$ cat src/rtl/z80_block_xfer_engine.sv
// z80_block_xfer_engine
//   Runs one LDI/LDD/LDIR/LDDR iteration per start: memory read, memory write,
//   extended cycles and, for a repeating form that has not run out, the repeat
//   cycles. Returns updated HL/DE/BC/F and tells the sequencer whether IP must
//   rewind, so interrupts can be taken between iterations.
//
// Optional feature macro: Z80_BLOCK_XFER_UNDOC_XY_EN
//   Defined   : F bits 3/5 come from n = A + transferred byte (bit3 = n[3], bit5 = n[1]).
//   Undefined : F bits 3/5 are copied from f_in and a_in is unused.
//
// Ports
//   clk, reset               core clock, asynchronous active-high reset
//   start                    begin an iteration (sampled only in IDLE)
//   mode_dec, mode_rep       pointer direction / repeating form
//   hl_in, de_in, bc_in      source, destination, count
//   a_in, f_in               accumulator (optional feature only), flags
//   bus_rd_*                 read handshake (req/addr out, rdata/ack in)
//   bus_wr_*                 write handshake (req/addr/wdata out, ack in)
//   hl_out, de_out, bc_out   updated registers, valid from the done cycle on
//   f_out                    updated flags
//   busy, done, rewind       status; rewind is meaningful with done
module z80_block_xfer_engine #(
    parameter int unsigned ADDR_W     = 16,
    parameter int unsigned CNT_W      = 16,
    parameter int unsigned DATA_W     = 8,
    parameter int unsigned REP_CYCLES = 5,
    parameter int unsigned EXT_CYCLES = 2
) (
    input  logic              clk,
    input  logic              reset,
    input  logic              start,
    input  logic              mode_dec,
    input  logic              mode_rep,
    input  logic [ADDR_W-1:0] hl_in,
    input  logic [ADDR_W-1:0] de_in,
    input  logic [CNT_W-1:0]  bc_in,
    input  logic [7:0]        a_in,
    input  logic [7:0]        f_in,
    output logic              bus_rd_req,
    output logic [ADDR_W-1:0] bus_raddr,
    input  logic [DATA_W-1:0] bus_rdata,
    input  logic              bus_rd_ack,
    output logic              bus_wr_req,
    output logic [ADDR_W-1:0] bus_waddr,
    output logic [DATA_W-1:0] bus_wdata,
    input  logic              bus_wr_ack,
    output logic [ADDR_W-1:0] hl_out,
    output logic [ADDR_W-1:0] de_out,
    output logic [CNT_W-1:0]  bc_out,
    output logic [7:0]        f_out,
    output logic              busy,
    output logic              done,
    output logic              rewind
);

    localparam logic [2:0] StIdle  = 3'd0;
    localparam logic [2:0] StRead  = 3'd1;
    localparam logic [2:0] StWrite = 3'd2;
    localparam logic [2:0] StExt   = 3'd3;
    localparam logic [2:0] StRep   = 3'd4;
    localparam logic [2:0] StDone  = 3'd5;

    // Bus phases never leave before their third cycle.
    localparam logic [7:0] MinBusLast = 8'd2;
    localparam logic [7:0] ExtLast    = 8'(EXT_CYCLES - 1);
    localparam logic [7:0] RepLast    = 8'(REP_CYCLES - 1);

    logic [2:0]        state_q, state_d;
    logic [7:0]        cnt_q, cnt_d;
    logic              ack_seen_q, ack_seen_d;
    logic              dec_q, rep_q;
    logic [ADDR_W-1:0] hl_q, de_q;
    logic [CNT_W-1:0]  bc_q;
    logic [7:0]        f_q;
    logic [DATA_W-1:0] data_q;
    logic [ADDR_W-1:0] hl_out_q, de_out_q;
    logic [CNT_W-1:0]  bc_out_q;
    logic [7:0]        f_out_q;

    logic              rd_ack_v, wr_ack_v;
    logic [7:0]        cnt_inc;
    logic [CNT_W-1:0]  bc_new;
    logic              pv, rep_go, load_out;
    logic [7:0]        f_new;
    logic              xy3, xy5;

    assign bus_rd_req = (state_q == StRead) && !ack_seen_q;
    assign bus_wr_req = (state_q == StWrite) && !ack_seen_q;
    assign bus_raddr  = hl_q;
    assign bus_waddr  = de_q;
    assign bus_wdata  = data_q;

    // An ack only counts while its request is actually up.
    assign rd_ack_v = bus_rd_req && bus_rd_ack;
    assign wr_ack_v = bus_wr_req && bus_wr_ack;

    assign cnt_inc = (cnt_q == 8'hFF) ? cnt_q : cnt_q + 8'd1;
    assign bc_new  = bc_q - CNT_W'(1);
    assign pv      = (bc_new != '0);
    assign rep_go  = rep_q && pv;

    // Results are committed on the edge that enters DONE.
    assign load_out = ((state_q == StExt) && (cnt_q == ExtLast) && !rep_go) ||
                      ((state_q == StRep) && (cnt_q == RepLast));

`ifdef Z80_BLOCK_XFER_UNDOC_XY_EN
    logic [7:0] a_q;
    logic [7:0] xy_n;
    logic       unused_f;
    assign xy_n     = a_q + 8'(data_q);
    assign xy3      = xy_n[3];
    assign xy5      = xy_n[1];
    assign unused_f = ^{f_q[5], f_q[4], f_q[3], f_q[2], f_q[1]};

    always_ff @(posedge clk or posedge reset) begin
        if (reset) begin
            a_q <= '0;
        end else if (state_q == StIdle && start) begin
            a_q <= a_in;
        end
    end
`else
    logic unused_a;
    logic unused_f;
    assign xy3      = f_q[3];
    assign xy5      = f_q[5];
    assign unused_a = ^a_in;
    assign unused_f = ^{f_q[4], f_q[2], f_q[1]};
`endif

    // S, Z, C kept; H and N cleared; PV reports a non-zero remaining count.
    assign f_new = {f_q[7], f_q[6], xy5, 1'b0, xy3, pv, 1'b0, f_q[0]};

    always_comb begin
        state_d    = state_q;
        cnt_d      = cnt_q;
        ack_seen_d = ack_seen_q;
        case (state_q)
            StIdle: begin
                if (start) begin
                    state_d    = StRead;
                    cnt_d      = '0;
                    ack_seen_d = 1'b0;
                end
            end
            StRead: begin
                cnt_d = cnt_inc;
                if (rd_ack_v) ack_seen_d = 1'b1;
                if ((ack_seen_q || rd_ack_v) && cnt_q >= MinBusLast) begin
                    state_d    = StWrite;
                    cnt_d      = '0;
                    ack_seen_d = 1'b0;
                end
            end
            StWrite: begin
                cnt_d = cnt_inc;
                if (wr_ack_v) ack_seen_d = 1'b1;
                if ((ack_seen_q || wr_ack_v) && cnt_q >= MinBusLast) begin
                    state_d    = StExt;
                    cnt_d      = '0;
                    ack_seen_d = 1'b0;
                end
            end
            StExt: begin
                cnt_d = cnt_inc;
                if (cnt_q == ExtLast) begin
                    state_d = rep_go ? StRep : StDone;
                    cnt_d   = '0;
                end
            end
            StRep: begin
                cnt_d = cnt_inc;
                if (cnt_q == RepLast) begin
                    state_d = StDone;
                    cnt_d   = '0;
                end
            end
            StDone:  state_d = StIdle;
            default: state_d = StIdle;
        endcase
    end

    always_ff @(posedge clk or posedge reset) begin
        if (reset) begin
            state_q    <= StIdle;
            cnt_q      <= '0;
            ack_seen_q <= 1'b0;
            dec_q      <= 1'b0;
            rep_q      <= 1'b0;
            hl_q       <= '0;
            de_q       <= '0;
            bc_q       <= '0;
            f_q        <= '0;
            data_q     <= '0;
            hl_out_q   <= '0;
            de_out_q   <= '0;
            bc_out_q   <= '0;
            f_out_q    <= '0;
        end else begin
            state_q    <= state_d;
            cnt_q      <= cnt_d;
            ack_seen_q <= ack_seen_d;
            if (state_q == StIdle && start) begin
                dec_q <= mode_dec;
                rep_q <= mode_rep;
                hl_q  <= hl_in;
                de_q  <= de_in;
                bc_q  <= bc_in;
                f_q   <= f_in;
            end
            if (rd_ack_v) data_q <= bus_rdata;
            if (load_out) begin
                hl_out_q <= dec_q ? hl_q - ADDR_W'(1) : hl_q + ADDR_W'(1);
                de_out_q <= dec_q ? de_q - ADDR_W'(1) : de_q + ADDR_W'(1);
                bc_out_q <= bc_new;
                f_out_q  <= f_new;
            end
        end
    end

    assign hl_out = hl_out_q;
    assign de_out = de_out_q;
    assign bc_out = bc_out_q;
    assign f_out  = f_out_q;
    assign done   = (state_q == StDone);
    assign busy   = (state_q != StIdle) && (state_q != StDone);
    assign rewind = (state_q == StDone) && rep_go;

endmodule

$ cat config.mk
export PLATFORM = sky130hd
export DESIGN_NAME = z80_block_xfer_engine
export DESIGN_NICKNAME = d
export VERILOG_FILES = /design/src/rtl/z80_block_xfer_engine.sv
export SDC_FILE = /design/constraint.sdc
export NUM_CORES = 1
export LEC_CHECK = 0
export CAP_MARGIN = 10
export CORE_MARGIN = 1
export CORE_UTILIZATION = 45
export CTS_CLUSTER_SIZE = 40
export DETAILED_ROUTE_END_ITERATION = 10
export HOLD_SLACK_MARGIN = 0.02
export PLACE_DENSITY_LB_ADDON = 0.1
export RECOVER_POWER = 50
export SYNTH_ARGS = -nofsm -noshare
export SYNTH_HDL_FRONTEND = slang
export SYNTH_SLANG_ARGS = --single-unit
$ cat constraint.sdc
create_clock -name clk -period 4.9 [get_ports clk]
set_input_delay 1.225 -clock clk [delete_from_list [all_inputs] [get_ports clk]]
set_output_delay 1.225 -clock clk [all_outputs]
set_load 0.01 [all_outputs]
==> impl_metrics.env <==
export IMPL_postPlaceCellArea_um2=8770
export IMPL_worstPathCellList="inv_1 -> ha_1 -> nor4b_1 -> buf_4 -> xnor2_1 -> nand3b_1 -> a221oi_1 -> a31oi_2 -> and2_1 -> clkdlybuf4s50_1"
export IMPL_worstSetupPathType="flop to primary output"
export IMPL_post_cts_resize_count=0
export IMPL_coreArea_um2=15100
export IMPL_fill_cells=1275
export IMPL_floorplan_initialDensity_pct=45.9
export IMPL_cts_inserted_buffers=17
export IMPL_endpoint_kind="primary output"
export IMPL_route_detailed_wl_per_inst_um=15.6
export IMPL_drt_iter0_markers=404
export IMPL_antenna_cells_inserted=0
export IMPL_powerDensity_nw_per_um2=768
export IMPL_drtAntennaViolNets=0
export IMPL_drt_pre_antenna_iters=6
export IMPL_globalRouteTotalUtil_pct=21.6
export IMPL_timing_critical_path_slowest_stage_cell="sky130_fd_sc_hd__a221oi_1"
export IMPL_synth_top_cell_area_share_pct=46.5
export IMPL_vias_in_the_first_global_route=5608
export IMPL_setup_tns_ns=0
export IMPL_routed_wirelength_mm=16.4
export IMPL_use_met2_pct=35.1
export IMPL_port_buffers=166
export IMPL_worstMarginPinSlew_ns=1.79
export IMPL_synth_cells=687
export IMPL_htree_levels=4
export IMPL_synth_warning_count=0
export IMPL_synthToLayoutAreaGrowth_pct=34.7
export IMPL_io_count=180
export IMPL_period_utilization_post_route_pct=96.3
export IMPL_clkPwrFrac_pct=17.9
export IMPL_grt_pass1_wl_mm=27.3
export IMPL_grtUsageMet1_pct=27.2
export IMPL_synth_async_sr_flop_share_pct=100
export IMPL_p_sw_w=0.00281
export IMPL_critical_path_top_delay_family="compound AO/OA/AOI/OAI gates"
export IMPL_worst_setup_path_start_kind="flop"
export IMPL_maxCapViolCount=1
export IMPL_unrepaired_setup_endpoints_after_global_routing="no"
export IMPL_max_freq_ghz=0.212
export IMPL_worst_setup_hold_path_clk_slew_ns=0.05
export IMPL_post_route_cells_drive_above_1_share_pct=11.5
export IMPL_power_share_sequential_pct=28.7
export IMPL_worstPathArrival_ns=3.49
export IMPL_grt_busiest_layer="met2"
export IMPL_intPower_w=0.00438
export IMPL_min_delay_path_class="flop to flop"
export IMPL_worst_hold_slack_ns=0.470
export IMPL_die_width_um=126
export IMPL_yosys_top_cells_count="sky130_fd_sc_hd__dfrtp_1 (129), sky130_fd_sc_hd__nand2_1 (78), sky130_fd_sc_hd__nor2_1 (57), sky130_fd_sc_hd__mux2_2 (54), sky130_fd_sc_hd__a21oi_1 (42)"
export IMPL_failed_checks="capacitance limit, slew limit"
export IMPL_timing_max_slew_rel_slack_pct=-19.5
export IMPL_ys_top_cells_by_area="sky130_fd_sc_hd__dfrtp_1 (46%), sky130_fd_sc_hd__mux2_2 (8.8%), sky130_fd_sc_hd__ha_1 (6.1%), sky130_fd_sc_hd__nand2_1 (4.2%), sky130_fd_sc_hd__nor2_1 (3.1%)"
export IMPL_grt_remaining_overflow=0
export IMPL_post_drt_via_cell_ratio=5.38
export IMPL_comb_power_share_pct=53.4
export IMPL_floorplan_rows=45
export IMPL_postSynthRegisterBits=129
export IMPL_die_area_um2=15900
export IMPL_cts_root_to_sink_buffers=2
export IMPL_critPathMaxStageDelay_ns=0.53
export IMPL_synthDominantAreaCellType="sky130_fd_sc_hd__dfrtp_1"
export IMPL_timing_max_transition_violations_final=86
export IMPL_synth_avg_cell_area_um2=10.1
export IMPL_synth_edff_count=0
export IMPL_cp_required_ns=3.67
export IMPL_grt_start_max_net_pins=86
export IMPL_skew_ns=0.0117
export IMPL_routed_via_count=5657
export IMPL_switching_share_pct=39.0
export IMPL_library_cell_with_the_highest_instance_count_after_synthesis="sky130_fd_sc_hd__dfrtp_1"
export IMPL_finalHoldViolCount=0
export IMPL_multiInputGateArea_um2=3500
export IMPL_dp_hpwl_mm=11.7
export IMPL_fin_area_um2=9360
export IMPL_worstPathMaxFanout=11
export IMPL_post_cts_hold_buffer_count=0
export IMPL_netlist_cell_type_count=59
export IMPL_grt_antenna_before_repair=0
export IMPL_area_sequential_um2=3230
export IMPL_root_driver="sky130_fd_sc_hd__clkbuf_16"
export IMPL_setup_violation_total_in_the_final_timing_report=0
export IMPL_max_vdd_ir_drop_mv=0.394
export IMPL_finish_net_count=966
export IMPL_grt_util_met3_pct=7.26
export IMPL_clkLatencyLatePin_ns=0.42
export IMPL_cts_sink_count=129
export IMPL_place_gp_congestion=0.849
export IMPL_run_status="finished with violations"
export IMPL_chipHeight_um=126
export IMPL_ys_dominant_reg_cell="sky130_fd_sc_hd__dfrtp_1"
export IMPL_cell_area_after_synthesis_um2=6950
export IMPL_drt_drc_violations_left=0
export IMPL_ys_seq_area_share_pct=46.5
export IMPL_power_static_leakage_nw=3.97
export IMPL_cts_setup_buffers=0
export IMPL_post_route_min_period_ns=4.72
export IMPL_cts_tree="done"
export IMPL_cp_num_buf_inv=3
==> final cells by class <==
cell class / instances / area share, %
clock inverter: 5 / 1.07
sequential: 129 / 34.5
clock buffer: 26 / 5.34
multi-input combinational: 510 / 37.4
tap: 188 / 2.51
inverter: 21 / 0.883
timing repair buffer: 172 / 18.3
==> stage by stage <==
| stage | setup slack [ns] | utilization [%] | power (W) | instances |
|---|---|---|---|---|
| after floorplan | 0.234 | - | 0.00454 | 688 |
| after global placement | 0.709 | 57.9 | 0.00584 | 1020 |
| after detailed placement | 0.647 | 57.9 | 0.00596 | 1020 |
| after CTS | 0.208 | 61.8 | 0.00730 | 1051 |
| after global routing | 0.0101 | 61.8 | 0.00776 | 1051 |
| final | 0.182 | 61.8 | 0.00719 | 1051 |
==> kinds of logic (layout without fill, tap and decap cells) <==
family,after synthesis,after routing,synth area share (%)
fa+ha+maj,36,36,6.70
xor+xnor,40,40,5.04
flops,129,129,46.5
other cells,1,2,0.0540
compound gates,153,153,13.7
simple gates,221,221,15.2
buf+inv,49,224,3.42
mux,58,58,9.40
==> cell usage in the layout (no fill, tap or decap), drive strengths merged, types with 3 or more instances in the layout <==
master / n
and3: 4
a221oi: 3
nor3: 21
mux2i: 3
nand3: 13
xor2: 18
nand4: 5
or2: 5
clkbuf: 28
o21ai: 47
o31ai: 7
a21oi: 42
o21bai: 4
mux2: 55
ha: 34
o211ai: 5
dfrtp: 129
nor4: 5
o2111ai: 3
a21o: 6
and2: 6
buf: 4
o21a: 10
nor2b: 3
nand2: 78
inv: 20
dlygate4sd3: 36
xnor2: 22
a211oi: 4
nor2: 57
bufinv: 3
clkdlybuf4s50: 130
or3: 7
or4: 5
a31oi: 8
nand2b: 6
==> state kept, by name, indices dropped and copies added, names as in the netlist <==
signal      count
f_out           6
bus_waddr      16
dec_q           1
bus_wdata       8
bc_out         16
hl_out         16
ack_seen_q      1
rep_q           1
bc_q           16
bus_raddr      16
cnt_q           8
de_out         16
f_q             5
state_q         3
==> path summary, 6_finish.rpt <==
check	from	end	depth (start not counted)	slack, ns
setup / recovery	bc_q[0]	rewind	10	0.18
hold / removal	hl_out[4]	hl_out[4]	2	0.47
setup reg to reg	bc_q[0]	bc_out[10]	12	1.29
hold reg to reg	hl_out[4]	hl_out[4]	2	0.47
max in group asynchronous	reset	bc_q[14]	3	1.24
min in group asynchronous	reset	bus_raddr[14]	2	1.81
==> power groups by stage <==
stage / Combinational (W) / Clock [W] / Sequential, W
finish: 0.00384 / 0.00129 / 0.00206
global route: 0.00424 / 0.00136 / 0.00215
CTS: 0.00391 / 0.00132 / 0.00207
detailed placement: 0.00388 / 0 / 0.00208
global placement: 0.00379 / 0 / 0.00205
floorplan: 0.00243 / 0 / 0.00211
==> worst register-to-register path, cell delays in order (launching register included) <==
cell and delay, ns:
sky130_fd_sc_hd__dfrtp_1 0.43, sky130_fd_sc_hd__inv_1 0.10, sky130_fd_sc_hd__ha_1 0.39, sky130_fd_sc_hd__nor4b_1 0.29, sky130_fd_sc_hd__buf_4 0.19, sky130_fd_sc_hd__xnor2_1 0.11, sky130_fd_sc_hd__nand3b_1 0.10, sky130_fd_sc_hd__a221oi_1 0.53
sky130_fd_sc_hd__a31oi_2 0.27, sky130_fd_sc_hd__o22ai_4 0.33, sky130_fd_sc_hd__buf_4 0.51, sky130_fd_sc_hd__nor2_1 0.12, sky130_fd_sc_hd__a31oi_1 0.17
==> routing by layer <==
metal	vias to the layer above	wire length (um)
met5	-	0
met4	0	224
met3	21	1070
met2	161	7720
met1	2706	7360
li1	2769	-
No activity file was read; power rests on OpenSTA's default activity.
